$ cat src/rtl/ex_mem_stage.sv
// ex_mem_stage
//   EX/MEM pipeline register with branch resolution. It captures the ALU
//   result plus the memory and write-back control bits. It also decides
//   whether a branch or jump is taken. A taken branch or jump produces a
//   one-cycle PC redirect (pc_sel/pc_target). The following SQUASH_CYCLES
//   accepted instructions are then turned into bubbles.
//
// Ports
//   clk, reset          rising-edge clock, synchronous active-high reset
//   stall               hold all state, the presented instruction is not consumed
//   flush               register a bubble and abort any squash in progress
//   in_valid            EX instruction present
//   ALUResult           ALU output, bit 0 is the branch compare result
//   PC, Imm             instruction byte address and scaled sign-extended offset
//   StoreData, Rd       store value and destination register
//   RegWrite..Jump      decode control bits
//   out_*               registered instruction fields, control masked by out_valid
//   pc_sel, pc_target   one-cycle redirect request and its address
//   squashing           high while wrong-path instructions are being discarded
module ex_mem_stage #(
   parameter int DATA_WIDTH     = 32,
   parameter int REG_ADDR_WIDTH = 5,
   parameter int SQUASH_CYCLES  = 2
) (
   input  logic                      clk,
   input  logic                      reset,
   input  logic                      stall,
   input  logic                      flush,
   input  logic                      in_valid,
   input  logic [DATA_WIDTH-1:0]     ALUResult,
   input  logic [DATA_WIDTH-1:0]     PC,
   input  logic [DATA_WIDTH-1:0]     Imm,
   input  logic [DATA_WIDTH-1:0]     StoreData,
   input  logic [REG_ADDR_WIDTH-1:0] Rd,
   input  logic                      RegWrite,
   input  logic                      MemRead,
   input  logic                      MemWrite,
   input  logic                      MemtoReg,
   input  logic                      Branch,
   input  logic                      Jump,
   output logic                      out_valid,
   output logic [DATA_WIDTH-1:0]     out_result,
   output logic [DATA_WIDTH-1:0]     out_store_data,
   output logic [REG_ADDR_WIDTH-1:0] out_rd,
   output logic                      out_reg_write,
   output logic                      out_mem_read,
   output logic                      out_mem_write,
   output logic                      out_memto_reg,
   output logic                      pc_sel,
   output logic [DATA_WIDTH-1:0]     pc_target,
   output logic                      squashing
);

   typedef enum logic {
      IDLE   = 1'b0,
      SQUASH = 1'b1
   } state_e;

   localparam logic [DATA_WIDTH-1:0] LINK_OFS  = DATA_WIDTH'(32'd4);
   localparam logic [2:0]            CNT_LOAD  = 3'(SQUASH_CYCLES);

   state_e                    state_q, state_d;
   logic [2:0]                cnt_q, cnt_d;
   logic                      valid_q, valid_d;
   logic [DATA_WIDTH-1:0]     result_q, result_d;
   logic [DATA_WIDTH-1:0]     store_data_q, store_data_d;
   logic [REG_ADDR_WIDTH-1:0] rd_q, rd_d;
   logic                      reg_write_q, reg_write_d;
   logic                      mem_read_q, mem_read_d;
   logic                      mem_write_q, mem_write_d;
   logic                      memto_reg_q, memto_reg_d;
   logic                      pc_sel_q, pc_sel_d;
   logic [DATA_WIDTH-1:0]     pc_target_q, pc_target_d;
   logic                      squashing_q, squashing_d;

   logic eff_v;
   logic take;

   // Wrong-path instructions arriving during SQUASH are never valid and cannot redirect.
   always_comb begin
      eff_v = in_valid & (state_q != SQUASH);
      take  = eff_v & (Jump | (Branch & ALUResult[0]));
   end

   // Next-state computation: flush beats stall beats a normal load.
   always_comb begin
      state_d      = state_q;
      cnt_d        = cnt_q;
      valid_d      = valid_q;
      result_d     = result_q;
      store_data_d = store_data_q;
      rd_d         = rd_q;
      reg_write_d  = reg_write_q;
      mem_read_d   = mem_read_q;
      mem_write_d  = mem_write_q;
      memto_reg_d  = memto_reg_q;
      pc_sel_d     = 1'b0;          // redirect is a single pulse, never held by stall
      pc_target_d  = pc_target_q;

      if (flush) begin
         valid_d     = 1'b0;
         reg_write_d = 1'b0;
         mem_read_d  = 1'b0;
         mem_write_d = 1'b0;
         memto_reg_d = 1'b0;
         state_d     = IDLE;
         cnt_d       = 3'd0;
      end else if (stall) begin
         state_d = state_q;
      end else begin
         valid_d      = eff_v;
         result_d     = Jump ? (PC + LINK_OFS) : ALUResult;
         store_data_d = StoreData;
         rd_d         = Rd;
         reg_write_d  = RegWrite & eff_v;
         mem_read_d   = MemRead  & eff_v;
         mem_write_d  = MemWrite & eff_v;
         memto_reg_d  = MemtoReg & eff_v;

         case (state_q)
            IDLE: begin
               if (take) begin
                  pc_sel_d    = 1'b1;
                  pc_target_d = PC + Imm;
                  state_d     = SQUASH;
                  cnt_d       = CNT_LOAD;
               end else begin
                  state_d = IDLE;
               end
            end
            SQUASH: begin
               // Every consumed slot counts, whether or not it carried an instruction.
               cnt_d = cnt_q - 3'd1;
               if (cnt_q == 3'd1) begin
                  state_d = IDLE;
               end else begin
                  state_d = SQUASH;
               end
            end
            default: begin
               state_d = IDLE;
               cnt_d   = 3'd0;
            end
         endcase
      end

      squashing_d = (state_d == SQUASH);
   end

   // State register with synchronous reset.
   always_ff @(posedge clk) begin
      if (reset) begin
         state_q      <= IDLE;
         cnt_q        <= 3'd0;
         valid_q      <= 1'b0;
         result_q     <= '0;
         store_data_q <= '0;
         rd_q         <= '0;
         reg_write_q  <= 1'b0;
         mem_read_q   <= 1'b0;
         mem_write_q  <= 1'b0;
         memto_reg_q  <= 1'b0;
         pc_sel_q     <= 1'b0;
         pc_target_q  <= '0;
         squashing_q  <= 1'b0;
      end else begin
         state_q      <= state_d;
         cnt_q        <= cnt_d;
         valid_q      <= valid_d;
         result_q     <= result_d;
         store_data_q <= store_data_d;
         rd_q         <= rd_d;
         reg_write_q  <= reg_write_d;
         mem_read_q   <= mem_read_d;
         mem_write_q  <= mem_write_d;
         memto_reg_q  <= memto_reg_d;
         pc_sel_q     <= pc_sel_d;
         pc_target_q  <= pc_target_d;
         squashing_q  <= squashing_d;
      end
   end

   assign out_valid      = valid_q;
   assign out_result     = result_q;
   assign out_store_data = store_data_q;
   assign out_rd         = rd_q;
   assign out_reg_write  = reg_write_q;
   assign out_mem_read   = mem_read_q;
   assign out_mem_write  = mem_write_q;
   assign out_memto_reg  = memto_reg_q;
   assign pc_sel         = pc_sel_q;
   assign pc_target      = pc_target_q;
   assign squashing      = squashing_q;

endmodule

$ cat config.mk
export PLATFORM = sky130hd
export DESIGN_NAME = ex_mem_stage
export DESIGN_NICKNAME = d
export VERILOG_FILES = /design/src/rtl/ex_mem_stage.sv
export SDC_FILE = /design/constraint.sdc
export NUM_CORES = 1
export LEC_CHECK = 0
export ABC_AREA = 1
export BUFFER_PORTS_ARGS = -buffer_cell sky130_fd_sc_hd__clkbuf_2
export CAP_MARGIN = 15
export CORE_MARGIN = 3
export CORE_UTILIZATION = 52
export DETAILED_ROUTE_END_ITERATION = 8
export GPL_ROUTABILITY_DRIVEN = 0
export PLACE_DENSITY = 0.82
export SLEW_MARGIN = 20
export SYNTH_ARGS = -nofsm -noshare
export SYNTH_HDL_FRONTEND = slang
export SYNTH_SLANG_ARGS = --single-unit
export TNS_END_PERCENT = 10
$ cat constraint.sdc
create_clock -name clk -period 2.15 [get_ports clk]
set_input_delay 0.215 -clock clk [delete_from_list [all_inputs] [get_ports clk]]
set_output_delay 0.215 -clock clk [all_outputs]
set_load 0.02 [all_outputs]
# == Word level (Yosys, flattened, before mapping) ==
# Index checks and enable logic that the tools add are counted.
# classes
add_sub_neg,3
eq_ne,2
n_mux,6
n_bitwise,11
n_reduce_logical,5
# ops
op,count
$add A32 B3 Y32 const B,1
$add A32 B32 Y32,1
$mux W32,1
$and A1 B1 Y1,7
$pmux W3 S2,1
$reduce_and A2 Y1,2
$reduce_and A4 Y1,1
$reduce_or A4 Y1,1
$eq A3 B1 Y1 const B,1
$mux W3,1
$not A1 Y1,3
$sub A3 B1 Y3 const B,1
$mux W1,2
$ne A2 B2 Y1 const B,1
$pmux W1 S2,1
$reduce_or A2 Y1,1
$or A1 B1 Y1,1
# totals
regBits,111
inputBits,144
out_inout_bits,108
wordCells,39

# == Logic depth before layout (Yosys ltp) ==
# logic_depth
word_depth,5
depth_mapped,14
depth_no_buf,14

# == Worst setup path before layout ==
# OpenSTA, ideal clock, no wires.
# synth_path
kind,input to register
startpoint,in PC[0]
endpoint,reg pc_target_q[30] (netlist: pc_target[30])
setup_ns,0.109
arrival_time_ns,1.605
required_ns,2.041
slack_ns,0.436
cell_stages,14
n_path_buf,0
cell_sequence,ha_1 fa_1 nand3_1 nand3_2 nand2_1 nand2_1 nand2_1 nand2_1 nand2_1 nand2_1 nand2_1 nand3_1 nand2_1 inv_1
# synth_via
elab_chain_cells,1
# synth_lines
element,line_no,text
"start, declared",31,"input logic [DATA_WIDTH-1:0] PC,"
$add A32 B32 Y32,124,pc_target_d = PC + Imm;
"end signal, assigned",178,pc_target_q <= pc_target_d;
"end, declared",73,"logic [DATA_WIDTH-1:0] pc_target_q, pc_target_d;"
# No other way between the ends.
# A chain may end at the register's enable or synchronous reset.

==> out/qor.tcl <==
set qor(hold_path_startpoint) {MemtoReg}
set qor(crit_start) {squashing$_SDFFE_PP0N_}
set qor(port_buffers) 251
set qor(yosys_warnings) 0
set qor(setup_violating_endpoint_count_in_the_final_report) 0
set qor(critPathRequiredTime_ns) 2.40
set qor(cp-start-kind) {flop}
set qor(reg2reg_from) {squashing$_SDFFE_PP0N_}
set qor(worst_slew_margin_rel_pct) 65.9
set qor(fmaxAchievable_ghz) 0.559
set qor(synth_nets) 1411
set qor(power.leakage_nw) 5.16
set qor(drive_above_1_share_pct) 21.1
set qor(totalNegativeSetupSlack_ns) 0
set qor(drt_iter0_markers) 912
set qor(final_nets) 1645
set qor(grt.overflow.total) 0
set qor(r2r_setup_slack_ns) 0.36
set qor(maxCapViolCount) 0
set qor(worst_path_largest_cell_delay_ns) 0.34
set qor(cts_setup_buffers) 0
set qor(netlist_area_sq_um) 7500
set qor(die_height_um) 126
set qor(timing.critical_path.buf_inv) 3
set qor(area_delta_synth_final_pct) 22.9
set qor(grt_use_total_pct) 29.3
set qor(ctsResizeCount) 0
set qor(detailedRoute.firstPassIterationCount) 5
set qor(run_status) {completed}
set qor(hpwl_um) 19100
set qor(synth.ff_latch_count) 111
set qor(num_rows) 43
set qor(diodes) 0
set qor(power.density_nw_per_um2) 594
set qor(min_path_cells) 3
set qor(cts_tree) {done}
set qor(numCtsBuffers) 9
set qor(drcViolationCount) 0
set qor(yosys.area.top_type) {dfxtp_1}
set qor(cts_max_path_buffers) 2
set qor(register_clock_pin_slew_on_the_reported_worst_setup_and_hold_paths_ns) 0.08
set qor(report.final.hold_viol_count) 0
set qor(design.portCount) 252
set qor(post_layout_min_period_ns) 1.79
set qor(ctsHtreeMaxLevel) 3
set qor(wire_length_of_the_first_global_routing_pass_um) 38400
set qor(cp_slowest_cell) {dfxtp_1}
set qor(cp-end-kind) {flop}
set qor(worst_reg_to_reg_path_cell_count) 10
set qor(cts_root_buf) {clkbuf_16}
set qor(synth_flop_cell) {dfxtp_1}
set qor(synth.yosys.seq_area_share_pct) 29.6
set qor(worst_hold_slack_ns) 0.0741
set qor(critical_path_class) {reg -> reg}
set qor(synth.top_cells.by_count) {nand2_1 (362), nor2_1 (188), inv_1 (171)}
set qor(grt_start_max_net_pins) 81
set qor(postSynthAreaPerCell_sq_um) 6.09
set qor(via_count) 8450
set qor(area_contributors_post_synth) {dfxtp_1 (30%), nand2_1 (18%), nor2_1 (9.4%)}
set qor(clock_latency_ns) 0.36
set qor(synth_top_area_share_pct) 29.6
set qor(fp.dieArea_sq_um) 15900
set qor(clock-sinks) 111
set qor(fraction_of_registers_with_async_set_reset_pct) 0
set qor(arrival_ns) 2.04
set qor(critical-path-top-cell-by-count) {inv_1}
set qor(worst_pin_slew_ns) 0.512
set qor(cts_hold_buf) 0
set qor(number_of_pins_exceeding_their_max_slew_limit_in_the_final_report) 0
set qor(synth-edff-count) 0
set qor(timing.final.crit_share_pct) 83.2
set qor(initial_util_pct) 53.6
set qor(peakVddDrop_mv) 0.441
set qor(fp.coreArea_sq_um) 14000
set qor(antenna_found_initial) 0
set qor(dieWidth_um) 126
set qor(min-delay-path-class) {in -> reg}
set qor(first_global_vias) 7900
set qor(worst_path_dominant_cell_family) {simple AND/OR/NAND/NOR gates}
set qor(post_synth_inst_count) 1232
set qor(viasPerCell) 5.12
set qor(ys_types) 36
set qor(min_delay_worst_endpoint) {out_memto_reg$_SDFFE_PP0N_}
set qor(worstReg2RegEnd) {pc_target[9]$_SDFFE_PP0P_}
set qor(ant_nets) 0
set qor(clock-skew-final_ns) 0.00965
set qor(yosys.cell_count.top_type) {nand2_1}
set qor(finalWirelength_um) 23700
set qor(wl_per_cell_um) 14.3
set qor(grt_setup_unrepaired) {false}
set qor(timing.critical_path.fanout_max) 12
set qor(timing.critical_path.cells) {inv_1 -> nand2_1 -> nor2_4 -> nand2_4 -> nor2_8 -> inv_2 -> a21oi_1 -> o21ai_0 -> o211ai_1 -> inv_1}
## worst max path at each step
stage | endpoint | slack (ns) | cells past startpoint
2_1_floorplan | pc_target[30]$_SDFFE_PP0P_ | 0.44 | 14
3_3_place_gp | pc_target[30]$_SDFFE_PP0P_ | 0.12 | 15
3_5_place_dp | pc_target[22]$_SDFFE_PP0P_ | 0.11 | 15
4_1_cts | pc_target[9]$_SDFFE_PP0P_ | 0.38 | 10
5_1_grt | pc_target[9]$_SDFFE_PP0P_ | 0.24 | 10
6_report | pc_target[9]$_SDFFE_PP0P_ | 0.36 | 10
## per-layer routing
layer	routed length (um)	vias up	track usage [%]	share of wire (%)
li1	-	4331	-	-
met1	10300	3706	39.7	43
met2	10800	371	47.7	46
met3	1900	42	4.28	8.0
met4	661	0	10.5	2.8
met5	0	-	0	0
## worst register-to-register path: cells and delay by family (launching register included)
kind | cells | cell delay, ns
AND/OR/NAND/NOR | 4 | 0.63
AO/OA/AOI/OAI | 3 | 0.41
flip-flops | 1 | 0.34
buffers and inverters | 3 | 0.32
## logic make-up (layout without fill, tap and decap cells)
family | after synthesis | count (layout) | synth area share, %
buffers and inverters | 212 | 451 | 11.2
xor gates and xnor gates | 18 | 18 | 2.10
AOI/OAI and AO/OA | 193 | 193 | 14.3
and+or+nand+nor | 663 | 663 | 36.9
adders and majority gates | 35 | 35 | 5.94
DFF | 111 | 111 | 29.6
## layout make-up
type / count / area (sq um)
fill: 1314 / 4770
multi-input combinational: 909 / 4440
sequential: 111 / 2220
timing repair buffer: 260 / 1350
inverter: 175 / 657
clock buffer: 9 / 225
tap: 180 / 225
clock inverter: 7 / 97.6
## placed cells by master, fill, tap and decap left out, types with 3 or more instances in the layout
cell	synthesis	final
xnor2_1	7	7
dfxtp_1	111	111
nand3_2	3	3
xor2_1	11	11
nand3_1	58	58
inv_8	0	3
o21a_1	13	13
ha_1	34	34
buf_4	8	7
nand3b_1	13	13
a21oi_1	77	77
inv_2	4	6
a21oi_2	3	3
o21bai_1	11	11
nor3_1	10	10
nand4_1	4	4
inv_1	171	169
clkbuf_2	0	251
nand2_2	5	5
and2_1	3	3
clkbuf_16	0	9
o211ai_1	9	9
o21ai_0	75	75
nand2_1	362	362
nor2_4	4	4
nor2_1	188	188
nor2_2	7	7
## per-stage QoR
step / power [mW] / cells / util, % / setup WS (ns) / cell area [sq um]
6_report: 5.48 / 1651 / 65.9 / 0.362 / 9220
5_1_grt: 5.77 / 1651 / 65.9 / 0.235 / 9220
4_1_cts: 5.49 / 1651 / 65.9 / 0.379 / 9220
3_5_place_dp: 3.70 / 1635 / 63.6 / 0.109 / 8900
3_3_place_gp: 3.68 / 1635 / 63.6 / 0.121 / 8900
2_1_floorplan: 3.19 / 1232 / - / 0.436 / 7500
## power breakdown
group	total, mW	internal, mW	switching (mW)	leakage, nW
registers	2.22	2.17	0.0559	0.910
clock network	1.80	0.944	0.853	0.158
logic	1.46	0.507	0.949	4.09
Power figures use the tool's default switching activity.
